<file path="src/rtl/rv_pc_ctrl.sv">
// rv_pc_ctrl - instruction-fetch PC controller with a one-entry fetch buffer.
// Keeps exactly one fetch outstanding, buffers the returned word for decode,
// and applies control-transfer redirects without ever changing a request's
// address while it waits for a grant.
//
// Ports
//   clk, rst_n                  clock, async active-low reset
//   imem_req/addr/gnt           fetch request channel
//   imem_rvalid/rdata           fetch response channel
//   if_valid/instr/pc, id_ready buffered instruction handshake to decode
//   redirect_valid/pc           resolved control-transfer target
//   misalign_err                sticky misaligned-target flag
//
// Build option: RV_PC_CTRL_MISALIGN_TRAP_EN
//   defined   - a misaligned redirect target parks the controller in ERR
//               (no fetch, misalign_err=1) until an aligned redirect arrives
//   undefined - target bits [1:0] are forced to zero, misalign_err tied low
//
// state | meaning
// IDLE  | one cycle after reset release
// REQ   | fetch request presented, waiting for grant
// WAIT  | fetch granted, waiting for response
// HOLD  | buffered instruction offered to decode
// ERR   | misaligned target, no fetch issued (trap build only)
module rv_pc_ctrl #(
  parameter logic [31:0] RESET_PC = 32'h0000_0000
) (
  input  logic        clk,
  input  logic        rst_n,
  output logic        imem_req,
  output logic [31:0] imem_addr,
  input  logic        imem_gnt,
  input  logic        imem_rvalid,
  input  logic [31:0] imem_rdata,
  output logic        if_valid,
  output logic [31:0] if_instr,
  output logic [31:0] if_pc,
  input  logic        id_ready,
  input  logic        redirect_valid,
  input  logic [31:0] redirect_pc,
  output logic        misalign_err
);

`ifdef RV_PC_CTRL_MISALIGN_TRAP_EN
  typedef enum logic [2:0] {S_IDLE, S_REQ, S_WAIT, S_HOLD, S_ERR} state_t;
`else
  typedef enum logic [1:0] {S_IDLE, S_REQ, S_WAIT, S_HOLD} state_t;
`endif

  state_t      state;
  logic [31:0] fetch_pc;
  logic        kill;      // the outstanding response must be dropped
  logic        pend;      // redirect arrived while a request awaited grant
  logic [31:0] pend_pc;
  logic [31:0] tgt;
  state_t      redir_state; // next state when a redirect starts a new fetch
  state_t      kill_state;  // next state when a redirect orphans a granted fetch
  state_t      pend_state;  // next state when a pending redirect is granted

`ifdef RV_PC_CTRL_MISALIGN_TRAP_EN
  logic tgt_bad;
  logic pend_bad;

  always_comb begin
    tgt         = redirect_pc;
    tgt_bad     = |redirect_pc[1:0];
    redir_state = tgt_bad ? S_ERR : S_REQ;
    kill_state  = tgt_bad ? S_ERR : S_WAIT;
    pend_state  = pend_bad ? S_ERR : S_WAIT;
  end

  assign misalign_err = (state == S_ERR);
`else
  always_comb begin
    tgt         = redirect_pc & 32'hFFFF_FFFC;
    redir_state = S_REQ;
    kill_state  = S_WAIT;
    pend_state  = S_WAIT;
  end

  assign misalign_err = 1'b0;
`endif

  // A request is withheld while a response from before an ERR episode is
  // still in flight, so only one fetch is ever outstanding.
  assign imem_req  = (state == S_REQ) && !kill;
  assign imem_addr = fetch_pc;

  always_ff @(posedge clk or negedge rst_n) begin
    if (!rst_n) begin
      state    <= S_IDLE;
      fetch_pc <= RESET_PC;
      if_valid <= 1'b0;
      if_instr <= 32'h0;
      if_pc    <= 32'h0;
      kill     <= 1'b0;
      pend     <= 1'b0;
      pend_pc  <= 32'h0;
`ifdef RV_PC_CTRL_MISALIGN_TRAP_EN
      pend_bad <= 1'b0;
`endif
    end else begin
      case (state)
        S_IDLE: begin
          state    <= S_REQ;
          fetch_pc <= RESET_PC;
        end
        S_REQ: begin
          if (kill) begin
            if (imem_rvalid) kill <= 1'b0;
            if (redirect_valid) begin
              fetch_pc <= tgt;
              state    <= redir_state;
            end
          end else if (imem_gnt) begin
            pend <= 1'b0;
            if (redirect_valid) begin
              fetch_pc <= tgt;
              kill     <= 1'b1;
              state    <= kill_state;
            end else if (pend) begin
              fetch_pc <= pend_pc;
              kill     <= 1'b1;
              state    <= pend_state;
            end else begin
              state <= S_WAIT;
            end
          end else if (redirect_valid) begin
            // address must stay put until granted; remember the target
            pend    <= 1'b1;
            pend_pc <= tgt;
`ifdef RV_PC_CTRL_MISALIGN_TRAP_EN
            pend_bad <= tgt_bad;
`endif
          end
        end
        S_WAIT: begin
          if (redirect_valid) begin
            fetch_pc <= tgt;
            if (imem_rvalid) begin
              kill  <= 1'b0;
              state <= redir_state;
            end else begin
              kill  <= 1'b1;
              state <= kill_state;
            end
          end else if (imem_rvalid) begin
            if (kill) begin
              kill  <= 1'b0;
              state <= S_REQ;
            end else begin
              if_instr <= imem_rdata;
              if_pc    <= fetch_pc;
              if_valid <= 1'b1;
              state    <= S_HOLD;
            end
          end
        end
        S_HOLD: begin
          if (redirect_valid) begin
            if_valid <= 1'b0;
            fetch_pc <= tgt;
            state    <= redir_state;
          end else if (id_ready) begin
            if_valid <= 1'b0;
            fetch_pc <= if_pc + 32'd4;
            state    <= S_REQ;
          end
        end
`ifdef RV_PC_CTRL_MISALIGN_TRAP_EN
        S_ERR: begin
          if (imem_rvalid) kill <= 1'b0;
          if (redirect_valid && !tgt_bad) begin
            fetch_pc <= tgt;
            state    <= S_REQ;
          end
        end
`endif
        default: state <= S_IDLE;
      endcase
    end
  end

endmodule
</file>
<file path="config.mk">
export PLATFORM = sky130hd
export DESIGN_NAME = rv_pc_ctrl
export DESIGN_NICKNAME = d
export VERILOG_FILES = /design/src/rtl/rv_pc_ctrl.sv
export SDC_FILE = /design/constraint.sdc
export NUM_CORES = 1
export LEC_CHECK = 0
export ABC_CLOCK_PERIOD_IN_PS = 2700
export CORE_ASPECT_RATIO = 1.1
export CORE_MARGIN = 2
export CORE_UTILIZATION = 45
export DETAILED_ROUTE_END_ITERATION = 16
export GPL_TIMING_DRIVEN = 1
export PLACE_DENSITY_LB_ADDON = 0.15
export SLEW_MARGIN = 20
export SYNTH_ARGS = -nofsm -noshare
export SYNTH_HDL_FRONTEND = slang
export SYNTH_SLANG_ARGS = --single-unit
export TNS_END_PERCENT = 50
</file>
<file path="constraint.sdc">
create_clock -name clk -period 2.7 [get_ports clk]
set_input_delay 0.405 -clock clk [delete_from_list [all_inputs] [get_ports clk]]
set_output_delay 0.405 -clock clk [all_outputs]
set_load 0.02 [all_outputs]
</file>
==> flow_summary_export.csv <==
group,metric,value,unit
status,status,"finished clean",
logic_synthesis,synth_area,0.00641,sq mm
flow_run,maxCapViolations,0,
layout,drive_above_1_share,22.6,%
logic_synthesis,ys.flop_type,"dfrtp_1",
worst_setup_path,worstPathCellList,"inv_1 > ha_1 > nand2b_1 > clkinvlp_4 > clkdlybuf4s50_1",
routing,wl,18500,microns
clocking,htree_levels,4,
routing,top_layer,"met4",
timing,fmax,398,MHz
layout,num_antenna_cells,0,
routing,wl_met2,9160,microns
logic_synthesis,yosys-top-cells-area,"dfrtp_1 51%, mux2_2 18%, a22oi_1 4.2%, o21ai_0 2.7%, nand2_1 2.5%",
worst_setup_path,cp-end-kind,"primary output",
clocking,cts_buffer_depth,2,
die,die_h,129,microns
logic_synthesis,synth_top_area_share,51.1,%
routing,num_vias,5279,
logic_synthesis,synth_edf_count,0,
layout,synthToLayoutAreaGrowth,39.0,%
global_route,grt_pass1_vias,5392,
layout,fillCellCount,1144,
die,core,0.0139,sq mm
timing,finalSetupTns,0,ns
global_route,grt_pass1_wl,28800,microns
power,ir_worst_vdd,0.625,mV
worst_setup_path,worstSetupPathType,"flip-flop to primary output",
logic_synthesis,ys_top_cells_by_count,"131 x dfrtp_1, 100 x mux2_2, 43 x nand2_1, 36 x a22oi_1, 34 x o21ai_0",
worst_hold_path,hp-class,"input port to async pin",
global_route,overflow,0,
routing,route.met3.wl,1100,microns
timing,period_minus_slack,2.51,ns
die,die_x,118,microns
clocking,clock_sinks,131,
clocking,cts_tree,"done",
power,leakage,3.68,nW
worst_setup_path,worstPathRequired,2.30,ns
worst_setup_path,cp.arrival,2.11,ns
routing,route.detailed.drc,0,
timing,worstMarginPinSlew,0.641,ns
routing,wire_per_inst,20.0,microns
global_route,grt_max_degree,58,
global_route,track_usage,24.4,%
worst_setup_path,r2r_cells,9,
logic_synthesis,yosysMostFrequentCell,"dfrtp_1",
power,finalPower,10.1,mW
logic_synthesis,ys_warn_count,0,
die,start_util,46.3,%
logic_synthesis,avgSynthCellArea,11.6,sq um
power,powerDensity,1140,mW/mm^2
timing,slew_viol_final,0,
die,io_pins,169,
placement,numPortBuffers,165,
routing,postRouteAntennaNets,0,
layout,seq_area,0.00328,sq mm
timing,setup_viol,0,
clocking,clock_latency,0.42,ns
timing,rsz0062_at_grt,"no",
logic_synthesis,yosysSeqAreaShare,51.1,%
routing,wl_met1,7720,microns
worst_setup_path,reg2reg_slack,0.35,ns
worst_setup_path,max_stage_delay,0.59,ns
routing,dr.pass1.iters,7,
logic_synthesis,ys_ff_latch,131,
layout,multi_input_area,0.00293,sq mm
timing,hold_ws,0.00370,ns
timing,final.period_utilization,93.1,%
routing,drt_iter0_drc,376,
timing,hold_viol_final,0,
worst_setup_path,start_kind,"flip-flop",
worst_setup_path,crit_slowest_cell,"clkdlybuf4s50_1",
placement,place_congestion,0.843,
placement,dpl.hpwl,12900,microns
routing,vias_per_cell,5.70,
clocking,clock_tree.root_cell,"clkbuf_16",
worst_setup_path,rr_endpoint,"imem_addr[29]",
clocking,cts_made_buffers,17,
die,rows,45,
clocking,cts_hold_buf,0,
layout,fin_nets,802,
logic_synthesis,synth_nets,630,
global_route,antenna_found_initial,0,
die,dieArea,0.0152,sq mm
logic_synthesis,async_flop_share,100,%
clocking,path_clk_slew,0.06,ns
worst_setup_path,cp_max_fo,7,
logic_synthesis,yosysTopAreaCell,"dfrtp_1",
timing,max_slew_margin,57.3,%
logic_synthesis,netlist_instances,555,
layout,fin_util,64.4,%
timing,finClkSkew,0.00736,ns
logic_synthesis,synth_cell_types,50,
worst_setup_path,regToRegStartpoint,"state[1]",
repair_timing:
| action | CTS | global route |
|---|---|---|
| setup buffers | 0 | 2 |
| resized for setup | 1 | 0 |
| endpoints found under the setup margin | 1 | 1 |
how the worst max path moves through the flow:
stage               endpoint            from
6_report            imem_req        state[1]
5_1_grt             imem_req        state[1]
4_1_cts             imem_req        state[1]
3_5_place_dp    imem_addr[6]  redirect_valid
3_3_place_gp    imem_addr[9]  redirect_valid
2_1_floorplan  imem_addr[22]        state[0]
layout by cell type (no fill, tap or decap), types with 6 or more instances in the layout:
master,instances
dfrtp_1,131
inv_1,8
o21ai_0,34
mux2_2,100
nor2_1,19
o221ai_1,6
buf_4,20
o21ai_1,10
a22oi_1,36
nand4_1,9
nand2_1,43
clkbuf_16,17
a32oi_1,7
xor2_1,10
nand3_1,9
nor3_1,6
clkdlybuf4s50_1,164
a21oi_1,17
xnor2_1,16
metrics by stage:
| step | setup WS [ns] | cells | instance area [sq um] |
|---|---|---|---|
| finish | 0.186 | 926 | 8910 |
| global route | 0.0949 | 926 | 8910 |
| CTS | 0.0885 | 924 | 8900 |
| detailed placement | 0.141 | 894 | 8360 |
| global placement | 0.222 | 894 | 8360 |
| floorplan | 0.778 | 555 | 6410 |
critical path, delay by kind of cell (launching register included):
| kind | cells | cell delay, ns |
|---|---|---|
| simple gates | 1 | 0.19 |
| flops | 1 | 0.38 |
| buf+inv | 3 | 0.92 |
| fa+ha+maj | 1 | 0.19 |
report_power, final:
part           internal [mW]  switching, mW  leakage [nW]
clock network           1.32          0.812         0.269
registers               2.77          0.788          1.70
logic                   2.21           2.23          1.71
registers in the layout, summed over array words and instances (netlist names):
signal / count
if_instr: 32
if_pc: 32
if_valid: 1
pend_pc: 30
state: 2
pend: 1
imem_addr: 32
kill: 1
routing by layer:
metal / vias to the layer above / GRT usage [%]
met3: 37 / 6.34
met1: 2670 / 29.9
met2: 178 / 41.3
met5: - / 0
met4: 0 / 10.3
li1: 2394 / -
cells by family after synthesis:
| kind of cell | after synthesis | synth area share (%) |
|---|---|---|
| xor gates and xnor gates | 26 | 3.55 |
| muxes | 101 | 17.7 |
| other | 1 | 0.0585 |
| and+or+nand+nor | 117 | 10.1 |
| adders and majority gates | 5 | 0.976 |
| AOI/OAI and AO/OA | 129 | 13.3 |
| DFF | 131 | 51.1 |
| buffers and inverters | 45 | 3.18 |
cell type report:
type,instances,area share (%)
well taps,188,2.64
multi-input cells,379,32.9
clock inverters,6,0.618
flip-flops and latches,131,36.8
inverters,9,0.421
repair buffers,189,21.2
clock buffers,24,5.40
Note: power is estimated with default switching activity, not from simulation.
